--- src/rtl/vga_layer_arbiter.sv ---
// vga_layer_arbiter: per-pixel priority mux of NUM_LAYERS rectangles over a background colour.
// Define VGA_ARB_SHADOW_EN to double-buffer config writes and commit them at frame_start.
module vga_layer_arbiter #(
    parameter int NUM_LAYERS = 4,
    parameter int CW         = 11
) (
    input  logic          TD_CLK,
    input  logic          reset,
    input  logic [CW-1:0] x_cnt,
    input  logic [CW-1:0] y_cnt,
    input  logic          frame_start,
    input  logic          cfg_valid,
    output logic          cfg_ready,
    input  logic [2:0]    cfg_layer,
    input  logic [2:0]    cfg_field,
    input  logic [23:0]   cfg_data,
    output logic [7:0]    rgb_r,
    output logic [7:0]    rgb_g,
    output logic [7:0]    rgb_b,
    output logic          pix_hit,
    output logic [2:0]    hit_layer
);

    typedef logic [NUM_LAYERS-1:0][CW-1:0] coord_tbl_t;
    typedef logic [NUM_LAYERS-1:0][23:0]   colour_tbl_t;

    coord_tbl_t            x0_wr, x1_wr, y0_wr, y1_wr;
    colour_tbl_t           colour_wr;
    logic [NUM_LAYERS-1:0] en_wr;
    logic [23:0]           bg_wr;

    coord_tbl_t            x0_act, x1_act, y0_act, y1_act;
    colour_tbl_t           colour_act;
    logic [NUM_LAYERS-1:0] en_act;
    logic [23:0]           bg_act;

    logic wr_fire;
    logic layer_ok;

    assign wr_fire  = cfg_valid && cfg_ready;
    assign layer_ok = {29'd0, cfg_layer} < 32'(NUM_LAYERS);

    // Writes to a missing layer or to field 6 are handshaken but leave the table alone.
    always_ff @(posedge TD_CLK or negedge reset) begin
        if (!reset) begin
            x0_wr     <= '0;
            x1_wr     <= '0;
            y0_wr     <= '0;
            y1_wr     <= '0;
            colour_wr <= '0;
            en_wr     <= '0;
            bg_wr     <= '0;
        end else if (wr_fire) begin
            if (cfg_field == 3'd7) begin
                bg_wr <= cfg_data;
            end else if (layer_ok) begin
                for (int i = 0; i < NUM_LAYERS; i++) begin
                    if (cfg_layer == 3'(i)) begin
                        case (cfg_field)
                            3'd0:    x0_wr[i]     <= cfg_data[CW-1:0];
                            3'd1:    x1_wr[i]     <= cfg_data[CW-1:0];
                            3'd2:    y0_wr[i]     <= cfg_data[CW-1:0];
                            3'd3:    y1_wr[i]     <= cfg_data[CW-1:0];
                            3'd4:    colour_wr[i] <= cfg_data;
                            3'd5:    en_wr[i]     <= cfg_data[0];
                            default: ;
                        endcase
                    end
                end
            end
        end
    end

`ifdef VGA_ARB_SHADOW_EN
    typedef enum logic [1:0] {
        ACCEPT,
        PENDING,
        COMMIT
    } state_t;

    state_t state, state_next;

    always_ff @(posedge TD_CLK or negedge reset) begin
        if (!reset) begin
            state <= ACCEPT;
        end else begin
            state <= state_next;
        end
    end

    // cfg_ready is 1 in ACCEPT, so cfg_valid alone marks an accepted write there.
    always_comb begin
        state_next = state;
        cfg_ready  = 1'b1;
        case (state)
            ACCEPT:  if (cfg_valid) state_next = PENDING;
            PENDING: if (frame_start) state_next = COMMIT;
            COMMIT: begin
                cfg_ready  = 1'b0;
                state_next = ACCEPT;
            end
            default: state_next = ACCEPT;
        endcase
    end

    // The copy lands at the end of COMMIT so a write taken with the frame_start pulse is included.
    always_ff @(posedge TD_CLK or negedge reset) begin
        if (!reset) begin
            x0_act     <= '0;
            x1_act     <= '0;
            y0_act     <= '0;
            y1_act     <= '0;
            colour_act <= '0;
            en_act     <= '0;
            bg_act     <= '0;
        end else if (state == COMMIT) begin
            x0_act     <= x0_wr;
            x1_act     <= x1_wr;
            y0_act     <= y0_wr;
            y1_act     <= y1_wr;
            colour_act <= colour_wr;
            en_act     <= en_wr;
            bg_act     <= bg_wr;
        end
    end
`else
    logic unused_frame_start;

    assign unused_frame_start = frame_start;
    assign cfg_ready  = 1'b1;
    assign x0_act     = x0_wr;
    assign x1_act     = x1_wr;
    assign y0_act     = y0_wr;
    assign y1_act     = y1_wr;
    assign colour_act = colour_wr;
    assign en_act     = en_wr;
    assign bg_act     = bg_wr;
`endif

    logic [NUM_LAYERS-1:0] hit;
    logic [NUM_LAYERS-1:0] hit_q;

    always_comb begin
        hit = '0;
        for (int i = 0; i < NUM_LAYERS; i++) begin
            hit[i] = en_act[i]
                  && (x_cnt > x0_act[i]) && (x_cnt < x1_act[i])
                  && (y_cnt > y0_act[i]) && (y_cnt < y1_act[i]);
        end
    end

    always_ff @(posedge TD_CLK or negedge reset) begin
        if (!reset) begin
            hit_q <= '0;
        end else begin
            hit_q <= hit;
        end
    end

    logic        win_any;
    logic [2:0]  win_idx;
    logic [23:0] win_colour;

    // Scan from the highest index down so the lowest-index hit is the last one to overwrite.
    always_comb begin
        win_any    = 1'b0;
        win_idx    = 3'd0;
        win_colour = bg_act;
        for (int i = NUM_LAYERS - 1; i >= 0; i--) begin
            if (hit_q[i]) begin
                win_any    = 1'b1;
                win_idx    = 3'(i);
                win_colour = colour_act[i];
            end
        end
    end

    logic [23:0] rgb_q;

    always_ff @(posedge TD_CLK or negedge reset) begin
        if (!reset) begin
            rgb_q     <= '0;
            pix_hit   <= 1'b0;
            hit_layer <= 3'd0;
        end else begin
            rgb_q     <= win_colour;
            pix_hit   <= win_any;
            hit_layer <= win_idx;
        end
    end

    assign rgb_r = rgb_q[7:0];
    assign rgb_g = rgb_q[15:8];
    assign rgb_b = rgb_q[23:16];

endmodule
--- config.mk ---
export PLATFORM = sky130hd
export DESIGN_NAME = vga_layer_arbiter
export DESIGN_NICKNAME = d
export VERILOG_FILES = /design/src/rtl/vga_layer_arbiter.sv
export SDC_FILE = /design/constraint.sdc
export NUM_CORES = 1
export LEC_CHECK = 0
export ABC_AREA = 1
export CORE_UTILIZATION = 61
export CTS_CLUSTER_DIAMETER = 80
export DETAILED_ROUTE_END_ITERATION = 10
export PLACE_DENSITY = 0.79
export SETUP_SLACK_MARGIN = 0.1
export SYNTH_ARGS = -nofsm -noshare
export SYNTH_HDL_FRONTEND = slang
export SYNTH_SLANG_ARGS = --single-unit
--- constraint.sdc ---
create_clock -name TD_CLK -period 2.35 [get_ports TD_CLK]
set_clock_uncertainty 0.2 [all_clocks]
set_input_delay 0.47 -clock TD_CLK [delete_from_list [all_inputs] [get_ports TD_CLK]]
set_output_delay 0.47 -clock TD_CLK [all_outputs]
set_load 0.01 [all_outputs]
==> summary.txt, run 1 <==
Outcome
  – Status: completed

Setup path
  – Reg2Reg Depth: 13
  – Setup crit end kind: register
  – Reg-to-reg slack, setup: 0.49 ns
  – Cell at the slowest stage of the critical path: clkdlybuf4s50_1
  – Setup CP Type: in2reg
  – Reg2Reg Launch Point: y0_act[32]
  – WP data required: 2.61 ns
  – Critical R2R Capture: hit_q[2]
  – Slowest cell delay on critical path: 0.44 ns
  – Crit Path Max Fanout: 4
  – CP Data Arrival Time: approximately 2.4 ns
  – Element type at the critical path start: primary input
  – Cell mode on critical path: nand2_1
  – Crit-path cells: clkdlybuf4s50_1, buf_4, buf_4, ha_1, nand2_1, inv_1, nand2_1, nand2_1, nand2_1, nand3_1, nor2_1, nand2_1, nor2_1, buf_4

Clock network
  – Clk root buf: clkbuf_16
  – # H-tree levels: 2
  – Longest Clk Path Bufs: 3
  – # resized after CTS: 0
  – Worst-Skew Late Latency: roughly 0.52 ns
  – Inserted Clock Buffers: 36
  – TritonCTS clock tree: done
  – # clock sinks: 331
  – Clock-pin slew on the worst setup and hold paths: 0.06 ns
  – Setup Fix Bufs, Post-CTS: 0

Yosys
  – Post-synthesis async set-or-reset flop share: 1.00
  – Main synth FF type: dfrtp_1
  – Library cells used by synthesis: 27
  – Mapped cell area: 0.0169 mm2
  – Area leader, netlist: dfrtp_1
  – Synth top area share: 0.489
  – Top post-synthesis cells by area: dfrtp_1, ha_1, nand2_1, o21ai_0, inv_1
  – Post-synth EDFFs: 0
  – Synth Register Bits: around 330
  – Syn Inst Count: 1989
  – Syn Area/Cell: 8.51 um2
  – Register area share after synthesis: 0.489
  – Post-synth net total: 2213
  – Ys Warns: 0

Pwr
  – Leak: approximately 10 nW
  – Pwr/cell area: 784 mW/mm2
  – Max VDD drop: 0.745 mV

Detailed routing
  – DR pass1 iterations: 6
  – Final WL: roughly 43000 um
  – Vias: ~14000
  – Routed Antenna Nets: 0
  – Mean routed wirelength per cell: 17.1 um
  – Vias per cell: 5.65
  – Initial DRC count: between 1000 and 1500
  – DRC: 0

Floorplanning
  – Die area: 0.0284 mm2
  – Die span in x: 169 um
  – Row count: 60
  – Starting Density: 0.625
  – Io pins: 85
  – Chip Height: 169 um
  – Core area: 0.0271 mm2

Timing
  – Max Clk Rate: 476 MHz
  – Fin crit period: 2.10 ns
  – RSZ-0062 raised after global routing: false
  – Final hold slack: 0.267 ns
  – Final Hold Viols: 0
  – # setup viols final: 0
  – Setup TNS: 0 ns
  – Pins over their slew limit: 0
  – Final period utilization: 0.895

Global route
  – Initial antenna violation count: 0
  – Vias in the first global route: 14308
  – First-pass GRT wire length: 70900 um
  – Total grt overflow: 0
  – GRT Total Usage: 0.318
  – Largest net degree at the start of global routing: about 70

Placed design
  – Post-DP HPWL: 28100 um
  – IO buf count: 81
  – GPL Wtd Cong: around 0.86

Finish
  – Layout area overhead: 20.7%
  – Reg area: between 0.008 and 0.009 mm2
  – Commonest non-fill, non-tap cell in the layout: nand2_1
  – Multi-input gate area: just over 0.007 mm2
  – Fill cell count: 1815
  – Most frequent cells in the layout: nand2_1, dfrtp_1, o21ai_0, inv_1, ha_1
  – Layout cells sized above 1: 0.0854
  – Final core utilization: 0.754
  – Final Net Count: 2351
  – N_diodes: 0

Flow run
  – Max Cap Violations: 0

Worst hold path
  – Worst hold path type: in2async
==> per-stage QoR <==
stage / setup WS [ns] / cell area (um2) / cells / power (mW)
2_1_floorplan: 0.521 / 16900 / 1989 / 8.55
3_3_place_gp: -0.218 / 19100 / 2460 / 9.56
3_5_place_dp: -0.242 / 19100 / 2460 / 9.76
4_1_cts: 0.265 / 20400 / 2526 / 16.1
5_1_grt: 0.152 / 20400 / 2526 / 16.8
6_report: 0.247 / 20400 / 2526 / 16.0
==> final cells by class <==
type,count,area share
clock buffers,44,0.0480
clock inverters,21,0.0171
inverters,265,0.0487
multi-input cells,1299,0.355
flip-flops and latches,331,0.405
well taps,372,0.0228
repair buffers,194,0.103
==> logic make-up (layout without fill, tap and decap cells) <==
logic type | Yosys count | in the layout | synth area share
flip-flops | 331 | 331 | 0.489
adder cells (fa/ha/maj) | 168 | 168 | 0.124
buffers and inverters | 359 | 524 | 0.0823
AND/OR/NAND/NOR | 717 | 717 | 0.174
AO/OA/AOI/OAI | 412 | 412 | 0.130
other | 2 | 2 | 0.000444
==> routing by layer <==
metal	vias up	global-route usage	wire [um]
met2	532	0.537	21000
met4	0	0.123	1390
met1	6900	0.418	18000
met3	115	0.0465	2830
met5	-	0	0
li1	6716	-	-
==> worst max-delay path, delay by kind of cell <==
family | cells | cell delay [ns]
fa+ha+maj | 1 | 0.30
buf+inv | 5 | 0.93
simple gates | 8 | 0.63
==> synth_stat cells, types with 10 or more instances <==
| cell type | n |
|---|---|
| dfrtp_1 | 331 |
| o221ai_1 | 24 |
| ha_1 | 168 |
| nand2_1 | 554 |
| clkbuf_1 | 75 |
| nand3_1 | 38 |
| o21ai_0 | 307 |
| a21oi_1 | 55 |
| inv_1 | 264 |
| buf_2 | 13 |
| nor3_1 | 10 |
| nor2_1 | 66 |
| nand4_1 | 36 |
==> report_power, final <==
group / internal [mW] / switching [mW]
Combinational: 1.27 / 1.62
Clock: 3.97 / 2.32
Sequential: 6.45 / 0.393
Total: 11.7 / 4.34
==> how the worst max path moves through the flow <==
stage                                end          from  cells after the start  slack, ns
after detailed placement        hit_q[2]      x_cnt[6]                     14      -0.24
final                           hit_q[2]      x_cnt[6]                     14       0.25
after global routing            hit_q[2]      x_cnt[6]                     14       0.15
after floorplan           colour_act[55]  cfg_field[0]                      8       0.52
after global placement          hit_q[2]      x_cnt[6]                     14      -0.22
after CTS                       hit_q[2]      x_cnt[6]                     14       0.27
==> sequential cells by signal, summed over array words and instances (netlist names) <==
register,flops
colour_act,96
x0_act,44
x1_act,44
y0_act,44
y1_act,44
bg_act,24
rgb_q,24
en_act,4
hit_q,4
hit_layer,2
pix_hit,1
==> repair_timing <==
item                                    CTS  global route
hold buffers                              1             0
hold endpoints to repair                 41             0
endpoints found under the setup margin    0             0
(Power assumes the default switching activity.)
==> inputs of run 2 (changes only) <==
--- a/config.mk
+++ b/config.mk
@@ -9,6 +9,7 @@
 export CORE_UTILIZATION = 61
 export CTS_CLUSTER_DIAMETER = 80
 export DETAILED_ROUTE_END_ITERATION = 10
+export GPL_ROUTABILITY_DRIVEN = 0
 export PLACE_DENSITY = 0.79
 export SETUP_SLACK_MARGIN = 0.1
 export SYNTH_ARGS = -nofsm -noshare
==> results of run 2 <==
No change in the layout: final DEF, timing and power equal those of run 1.
==> inputs of run 3 (changes only) <==
--- a/config.mk
+++ b/config.mk
@@ -6,11 +6,12 @@
 export NUM_CORES = 1
 export LEC_CHECK = 0
 export ABC_AREA = 1
-export CORE_UTILIZATION = 61
+export CORE_UTILIZATION = 65
 export CTS_CLUSTER_DIAMETER = 80
 export DETAILED_ROUTE_END_ITERATION = 10
 export GPL_ROUTABILITY_DRIVEN = 0
-export PLACE_DENSITY = 0.79
+export GPL_TIMING_DRIVEN = 0
+export PLACE_DENSITY = 0.83
 export SETUP_SLACK_MARGIN = 0.1
 export SYNTH_ARGS = -nofsm -noshare
 export SYNTH_HDL_FRONTEND = slang
==> constraint.sdc (replaced) <==
create_clock -name TD_CLK -period 2.5 [get_ports TD_CLK]
set_clock_uncertainty 0.2 [all_clocks]
set_input_delay 0.5 -clock TD_CLK [delete_from_list [all_inputs] [get_ports TD_CLK]]
set_output_delay 0.5 -clock TD_CLK [all_outputs]
set_load 0.01 [all_outputs]
==> run 3 against run 2 <==
  * Largest power group unchanged
  * Count of clock-buffer cells in the layout is 8 higher
  * Highest routed layer is now met5
  * Critical endpoint unchanged
  * Critical path type unchanged
  * Global-route usage grew 5.5 points
  * Combinational power fell by 8.3%
  * Register-to-register slack got worse by 0.18 ns
  * Routed wire length increased by 9.0%
  * Non-clock buffer count fell by 10
==> summary.txt, run 3 (synthesized netlist as in run 1, its figures left out) <==
Finish
  – Commonest non-fill, non-tap cell in the layout: nand2_1
  – Largest Register: colour_act
  – Number of flip-flops in the largest register: between 90 and 100
  – Fill cell count: 1693
  – Multi-input gate area: ~0.0073 mm2
  – Most frequent cells in the layout: nand2_1, dfrtp_1, o21ai_0, inv_1, ha_1
  – Layout cells sized above 1: 0.0453
  – Final Net Count: 2341
  – Reg area: 0.00828 mm2
  – Layout area overhead: 15.6%

Detailed routing
  – Routed Antenna Nets: 0
  – Initial DRC count: 1688
  – DR pass1 iterations: 7
  – Mean routed wirelength per cell: 19.1 um
  – Vias per cell: 5.95
  – DRC: 0
  – Vias: about 15000
  – Final WL: around 47000 um

Worst hold path
  – Worst hold path type: reg2reg
  – Hold Path End: x1_act[20]
  – Hold path depth: 2
  – Hold Crit Start: x1_act[20]

Timing
  – Final hold slack: 0.283 ns
  – Final period utilization: 0.931
  – Setup TNS: 0 ns
  – Slack of the critical path: 0.172 ns
  – RSZ-0062 raised after global routing: false
  – Pins over their slew limit: 0
  – Worst-margin pin slew: between 1 and 1.5 ns
  – Max Clk Rate: 430 MHz
  – Rel. slew slack: 0.316
  – # setup viols final: 0
  – Fin crit period: 2.33 ns
  – Final Hold Viols: 0

Clock network
  – Clock-pin slew on the worst setup and hold paths: 0.06 ns
  – Inserted Clock Buffers: 36
  – # clock sinks: 331
  – Worst-Skew Late Latency: 0.52 ns
  – Longest Clk Path Bufs: 3
  – # H-tree levels: 2
  – TritonCTS clock tree: done
  – Clk root buf: clkbuf_16

Global route
  – Vias in the first global route: 14581
  – Initial antenna violation count: 3
  – GRT Total Usage: 0.374
  – First-pass GRT wire length: about 75000 um
  – Largest net degree at the start of global routing: 119
  – Total grt overflow: 0

Setup path
  – WP data required: 2.75 ns
  – Reg2Reg Depth: 5
  – Setup CP Type: in2reg
  – Reg2Reg Launch Point: hit_q[0]
  – Critical R2R Capture: rgb_q[3]
  – Crit Path Max Fanout: 8
  – CP Data Arrival Time: 2.58 ns
  – Setup crit end kind: register
  – Element type at the critical path start: primary input
  – Reg-to-reg slack, setup: 0.31 ns

Floorplanning
  – Row count: just under 60
  – Chip Height: 163 um
  – Die span in x: about 160 um
  – Starting Density: 0.668
  – Core area: 0.0253 mm2
  – Die area: 0.0267 mm2
  – Io pins: 85

Pwr
  – Leak: around 9.6 nW
  – Pwr/cell area: 748 mW/mm2
  – Max VDD drop: 0.626 mV

Outcome
  – Status: completed

Placed design
  – IO buf count: between 80 and 90
  – Pre-CTS setup slack: -0.567 ns
  – Post-DP HPWL: ~32000 um

Flow run
  – Max Cap Violations: 0
==> run 3: area by class of cell <==
| class | count | area share |
|---|---|---|
| timing repair buffer | 90 | 0.0495 |
| tap | 330 | 0.0211 |
| multi-input combinational | 1299 | 0.371 |
| clock inverter | 12 | 0.00876 |
| buffer | 94 | 0.0208 |
| antenna | 1 | 0.000128 |
| clock buffer | 52 | 0.0548 |
| sequential | 331 | 0.423 |
| inverter | 265 | 0.0508 |
==> run 3: through the flow <==
stage | instance area (um2) | utilization | total power, mW | instances
finish | 19600 | 0.773 | 14.6 | 2474
detailed placement | 18200 | 0.719 | 9.07 | 2402
global placement | 18100 | 0.717 | 8.89 | 2400
CTS | 19500 | 0.771 | 14.6 | 2473
global route | 19600 | 0.773 | 15.4 | 2473
floorplan | 16900 | - | 8.04 | 1989
==> run 3: worst max-delay path by stage <==
stage / cells past startpoint / slack [ns] / startpoint / endpoint
6_report: 9 / 0.17 / y_cnt[10] / hit_q[2]
5_1_grt: 9 / 0.11 / y_cnt[1] / hit_q[1]
4_1_cts: 9 / 0.12 / x_cnt[4] / hit_q[2]
3_5_place_dp: 9 / -0.57 / cfg_field[2] / colour_act[20]
3_3_place_gp: 1 / -13.36 / reset / rgb_q[9]
2_1_floorplan: 8 / 0.64 / cfg_field[0] / colour_act[55]
==> run 3: power breakdown <==
| part | total [mW] | switching (mW) | internal, mW | leakage, nW |
|---|---|---|---|---|
| clock | 5.56 | 2.16 | 3.40 | 0.618 |
| sequential | 6.43 | 0.367 | 6.06 | 4.40 |
| combinational | 2.65 | 1.56 | 1.08 | 4.61 |
| total | 14.6 | 4.09 | 10.5 | 9.63 |
==> run 3: critical path: stages <==
cell	delay, ns
dlygate4sd2_1	0.58
ha_1	0.35
nand2_1	0.13
nor2_1	0.07
nor2_1	0.30
nand3_1	0.25
nor2_1	0.16
nand2_1	0.13
nor2_1	0.12
==> run 3: timing repair <==
action / CTS / global route
pin swaps: 4 / 0
hold buffers: 1 / 0
resized for setup: 9 / 27
buffers inserted: 6 / 0
setup endpoints to repair: 75 / 56
endpoints found under the hold margin: 105 / 0
==> run 3: routing by layer <==
| layer | GRT usage | share of wire |
|---|---|---|
| met4 | 0.171 | 0.045 |
| met3 | 0.0970 | 0.11 |
| met1 | 0.491 | 0.39 |
| met5 | 0 | 0.00053 |
| met2 | 0.582 | 0.46 |
